$ cat src/rtl/bus_arb_pkg.sv
// Shared types and defaults for the internal data bus arbiter.
// Lock support in bus_arbiter is built only when BUS_ARB_LOCK_EN is defined.
package bus_arb_pkg;

    localparam int unsigned DEFAULT_REQUESTER_COUNT = 4;
    localparam int unsigned DEFAULT_WIDTH           = 8;
    localparam int unsigned DEFAULT_MAX_HOLD        = 4;

    typedef enum logic [1:0] {
        IDLE,
        GRANT,
        LOCKED
    } arb_state_t;

    // Wrapping increment of a requester index.
    function automatic int unsigned next_index(input int unsigned idx, input int unsigned count);
        return (idx + 1 >= count) ? 0 : idx + 1;
    endfunction

endpackage

$ cat src/rtl/rr_priority_picker.sv
// Combinational round-robin picker: first requester at or after ptr, ascending with wrap.
module rr_priority_picker
    import bus_arb_pkg::*;
#(
    parameter int unsigned REQUESTER_COUNT = DEFAULT_REQUESTER_COUNT,
    parameter int unsigned IDX_BITS        = $clog2(REQUESTER_COUNT)
) (
    input  logic [REQUESTER_COUNT-1:0] req,
    input  logic [IDX_BITS-1:0]        ptr,
    output logic [REQUESTER_COUNT-1:0] winner,
    output logic [IDX_BITS-1:0]        winner_index,
    output logic                       any_req
);

    int unsigned cand;

    always_comb begin
        winner       = '0;
        winner_index = '0;
        any_req      = 1'b0;
        cand         = 0;
        for (int unsigned i = 0; i < REQUESTER_COUNT; i++) begin
            cand = 32'(ptr) + i;
            if (cand >= REQUESTER_COUNT) begin
                cand = cand - REQUESTER_COUNT;
            end
            if (!any_req && req[cand]) begin
                any_req      = 1'b1;
                winner[cand] = 1'b1;
                winner_index = IDX_BITS'(cand);
            end
        end
    end

endmodule

$ cat src/rtl/bus_arbiter.sv
// Round-robin arbiter for the shared internal data bus with registered grant and data.
// Define BUS_ARB_LOCK_EN to build the bounded lock (LOCKED state and hold counter).
module bus_arbiter
    import bus_arb_pkg::*;
#(
    parameter int unsigned REQUESTER_COUNT = DEFAULT_REQUESTER_COUNT,
    parameter int unsigned WIDTH           = DEFAULT_WIDTH,
    parameter int unsigned MAX_HOLD        = DEFAULT_MAX_HOLD,
    parameter int unsigned IDX_BITS        = $clog2(REQUESTER_COUNT)
) (
    input  logic                               clk,
    input  logic                               nrst,
    input  logic [REQUESTER_COUNT-1:0]         req,
    input  logic [REQUESTER_COUNT-1:0]         lock,
    input  logic [REQUESTER_COUNT*WIDTH-1:0]   reqData,
    output logic [REQUESTER_COUNT-1:0]         grant,
    output logic [IDX_BITS-1:0]                grantIndex,
    output logic [WIDTH-1:0]                   busData,
    output logic                               busValid
);

    arb_state_t                 state_q;
    logic [IDX_BITS-1:0]        ptr_q;

    logic [REQUESTER_COUNT-1:0] pick_onehot;
    logic [IDX_BITS-1:0]        pick_index;
    logic                       any_req;
    logic [IDX_BITS-1:0]        ptr_next;
    logic [WIDTH-1:0]           pick_data;

    rr_priority_picker #(
        .REQUESTER_COUNT (REQUESTER_COUNT),
        .IDX_BITS        (IDX_BITS)
    ) u_picker (
        .req          (req),
        .ptr          (ptr_q),
        .winner       (pick_onehot),
        .winner_index (pick_index),
        .any_req      (any_req)
    );

    assign pick_data = reqData[pick_index*WIDTH +: WIDTH];
    assign ptr_next  = IDX_BITS'(next_index(32'(pick_index), REQUESTER_COUNT));

`ifdef BUS_ARB_LOCK_EN
    localparam int unsigned HOLD_W = (MAX_HOLD > 1) ? $clog2(MAX_HOLD) : 1;

    logic [HOLD_W-1:0] hold_q;
    logic              lock_hold;
    logic [WIDTH-1:0]  held_data;

    // Only the current grantee may extend; the final allowed cycle forces re-arbitration.
    assign lock_hold = (state_q != IDLE) && req[grantIndex] && lock[grantIndex] &&
                       (hold_q < HOLD_W'(MAX_HOLD - 1));
    assign held_data = reqData[grantIndex*WIDTH +: WIDTH];
`else
    logic unused_lock;
    assign unused_lock = ^{lock, state_q == LOCKED};
`endif

    always_ff @(posedge clk or negedge nrst) begin
        if (!nrst) begin
            state_q    <= IDLE;
            ptr_q      <= '0;
            grant      <= '0;
            grantIndex <= '0;
            busData    <= '0;
            busValid   <= 1'b0;
`ifdef BUS_ARB_LOCK_EN
            hold_q     <= '0;
`endif
        end else begin
`ifdef BUS_ARB_LOCK_EN
            if (lock_hold) begin
                // Grant, index and pointer stay put; only the data is re-sampled.
                state_q <= LOCKED;
                busData <= held_data;
                hold_q  <= hold_q + HOLD_W'(1);
            end else
`endif
            if (any_req) begin
                state_q    <= GRANT;
                ptr_q      <= ptr_next;
                grant      <= pick_onehot;
                grantIndex <= pick_index;
                busData    <= pick_data;
                busValid   <= 1'b1;
`ifdef BUS_ARB_LOCK_EN
                hold_q     <= '0;
`endif
            end else begin
                state_q    <= IDLE;
                grant      <= '0;
                grantIndex <= '0;
                busValid   <= 1'b0;
`ifdef BUS_ARB_LOCK_EN
                hold_q     <= '0;
`endif
            end
        end
    end

endmodule

$ cat config.mk
export PLATFORM = sky130hd
export DESIGN_NAME = bus_arbiter
export DESIGN_NICKNAME = d
export VERILOG_FILES = /design/src/rtl/bus_arb_pkg.sv /design/src/rtl/rr_priority_picker.sv /design/src/rtl/bus_arbiter.sv
export SDC_FILE = /design/constraint.sdc
export NUM_CORES = 1
export LEC_CHECK = 0
export BUFFER_PORTS_ARGS = -buffer_cell sky130_fd_sc_hd__buf_2
export CORE_MARGIN = 5
export CORE_UTILIZATION = 35
export DETAILED_ROUTE_END_ITERATION = 8
export SLEW_MARGIN = 20
export SYNTH_ARGS = -nofsm -noshare
export SYNTH_HDL_FRONTEND = slang
export SYNTH_SLANG_ARGS = --single-unit
export TNS_END_PERCENT = 10
$ cat constraint.sdc
create_clock -name clk -period 3.6 [get_ports clk]
set_input_delay 0.36 -clock clk [delete_from_list [all_inputs] [get_ports clk]]
set_output_delay 0.36 -clock clk [all_outputs]
set_load 0.02 [all_outputs]
==> results.md <==
- Status: finished clean
- Slack of the critical path: 0.4787 ns
- HPWL Detailed: 4096 µm
- Final period utilization: 86.70%
- CP Buf/Inv Count: 3
- Combinational share of power: between 70% and 80%
- Drt wl/cell: 16.50 µm
- Setup Skew: around 0.00088 ns
- Routed WL: 5724 µm
- Arr. time, crit path: ~3.2 ns
- WP depth: 9
- Worst slew pin tran: 0.9752 ns
- Rel. slew slack: 34.78%
- Worst path max stage delay: 0.75 ns
- Worst-path clk slew: 0.06 ns
- Layout area overhead: 16.04%
- Routability cong.: 0.7818
- Post-synthesis async set-or-reset flop share: 100.0%
- Psw: 1110 µW
- Num CTS Buffers: 3
- Post-CTS sizing: 0
- Post-CTS Setup Inserts: 0
- Area contributors post-synth: dfrtp_1 (21%), or3b_1 (6.9%), o41ai_2 (6.4%)
- Die area: between 7000 and 8000 µm²
- Post-Syn Instances: 233
- Max FO, Critical Path: 25
- Vias in the first global route: between 1,500 and 2,000
- Syn_nets: 279
- Overflow after GRT: 0
- Total Power: ~2200 µW
- Layout cells sized above 1: a little over a third
- Unique cell type count in the Yosys netlist: 42
- Register bit total from synthesis: 17
- DR vias/cell: roughly 5.6
- Core footprint: 5574 µm²
- Worst Setup End Kind: flip-flop
- Post-synth top cells: inv_1 (23), a21oi_1 (18), dfrtp_1 (17)
- Power Density: 913.3 nW/µm²
- Worst R2R Setup Slack: 0.48 ns
- Clk_lat worst skew: 0.25 ns
- Cts hold-fix bufs: 0
- Initial Util: 36.66%
- Worst path slowest cell: mux4_2
- DP Worst Slack: about 0.5 ns
- Delay-heaviest family, CP: multiplexers
- Critical path type: flip-flop to flip-flop
- Ports: 57
- Worst IR Drop VDD: roughly 0.56 mV
- Critical Path RT: 3.72 ns
- Nets: 322
- Via Count: 1,928
- Most frequent cell after synthesis: inv_1
- Antenna violations before repair: 0
- Syn Std Cell Area: 2043 µm²
- Min Tclk post-route: 3.121 ns
- CP startpoint kind: flip-flop
- Fmax: 0.3204 GHz
- TritonCTS clock tree: built
- Drt pass-1 iters: 4
- Hold crit path type: input pin to async pin
- Clock group share of total power: 6.5%
- Hold Vio Cnt, Final: 0
- R2R depth: 9
- LEAKAGE: 0.001031 µW
- Diodes inserted: 0
- Die W: around 86 µm
- Slew Limit Fails: 0
- Number of synthesized flops with an enable pin: 0
- Port bufs: 52
- Sequential area share after synthesis: 20.82%
- Detailed Route Iter0 Violations: 125
- Clock root cell: clkbuf_8
- Yosys warning total: 0
- Largest net degree at the start of global routing: 41
- Sink Count: 17
- Part of the power in registers: between 15 and 20%
- Die Y: about 86 µm
- Final setup TNS: 0 ns
- Max-Cap Viols: 0
- Sw frac: 51.27%
- CTS Buffer Depth: 2
- RSZ-0062 raised after global routing: no
- CTS H-tree depth: 1
- Global-route wire length before repair: between 9000 and 10,000 µm
- Average size of a mapped cell: 8.769 µm²
- Crit-path cells: inv_1 > ha_1 > mux4_2 > nor2b_1 > a211oi_2 > buf_4 > or2_0 > buf_4 > a211oi_2
- Antenna-violating nets left: 0
- Yosys top cell by area: dfrtp_1
- Final setup fails: 0
- Post-route DRC: 0
- Total track usage: approximately 16%
- Num rows: 27
- Top_reg_cell synth: dfrtp_1
- P_int: roughly 1100 µW
- Share of the synthesized area in the top cell type: 20.82%
flip-flops by register name, indices dropped and copies added, names as in the netlist:
name        count
busData         8
busValid        1
grant           4
grantIndex      2
ptr_q           2
cells by family (layout without fill, tap and decap cells):
kind of cell	after synthesis	in the layout	share of synthesized area, %
compound gates	82	82	34.60
mux	12	12	8.634
simple gates	74	74	23.09
flops	17	17	20.82
buf+inv	44	86	10.41
fa+ha+maj	4	4	2.450
power by group through the flow:
stage,Clock (µW),Combinational (µW),Sequential [µW]
3_3_place_gp,0,1670,341
3_5_place_dp,0,1690,339
4_1_cts,147,1700,337
6_report,140,1690,336
2_1_floorplan,0,1260,430
5_1_grt,154,1870,350
final cells by class:
class / count / area (µm²)
Clock buffer: 4 / 45.04
Timing Repair Buffer: 59 / 312.8
Sequential cell: 17 / 425.4
Inverter: 23 / 86.33
Fill cell: 564 / 3203
Tap cell: 72 / 90.09
Multi-Input combinational cell: 172 / 1411
final timing paths:
| kind | from | to |
|---|---|---|
| hold reg to reg | busData[1] | busData[1] |
| setup / recovery | ptr_q[1] | busData[5] |
| setup reg to reg | ptr_q[1] | busData[5] |
| hold / removal | nrst | grant[1] |
| max in group asynchronous | nrst | grantIndex[0] |
| min in group clk | reqData[23] | busData[7] |
worst register-to-register path, delay by kind of cell (launching register included):
kind	cells	cell delay, ns
flip-flops	1	0.54
adder cells (fa/ha/maj)	1	0.49
AO/OA/AOI/OAI	2	0.31
multiplexers	1	0.75
AND/OR/NAND/NOR	2	0.36
buffers and inverters	3	0.54
routing by layer:
metal | wire length [µm] | GRT usage (%) | vias to the layer above
met5 | 0 | 0 | -
met2 | 2587 | 24.48 | 64
li1 | - | - | 959
met3 | 400 | 1.521 | 7
met1 | 2643 | 23.27 | 898
met4 | 93 | 5.524 | 0
cell usage in the layout (no fill, tap or decap), types with 8 or more instances in the layout:
| master | instances |
|---|---|
| a32oi_1 | 8 |
| nand2b_1 | 8 |
| and2_1 | 8 |
| a21oi_1 | 18 |
| or3b_1 | 16 |
| a22oi_2 | 8 |
| nor4_1 | 8 |
| o41ai_2 | 8 |
| inv_1 | 23 |
| dfrtp_1 | 17 |
| buf_2 | 52 |
| a211oi_2 | 9 |
| nor2_1 | 13 |
| o21ai_0 | 13 |
| a31oi_1 | 8 |
per-stage QoR:
step                      hold WS (ns)  instances  area [µm²]  utilization (%)
after global routing           0.04567        347        2371            42.54
after CTS                      0.02593        347        2371            42.54
after floorplan                0.06441        233        2043                -
after detailed placement        0.3023        343        2326            41.73
final                          0.01462        347        2371            42.54
after global placement          0.3003        343        2326            41.73
Note: power is estimated with default switching activity, not from simulation.
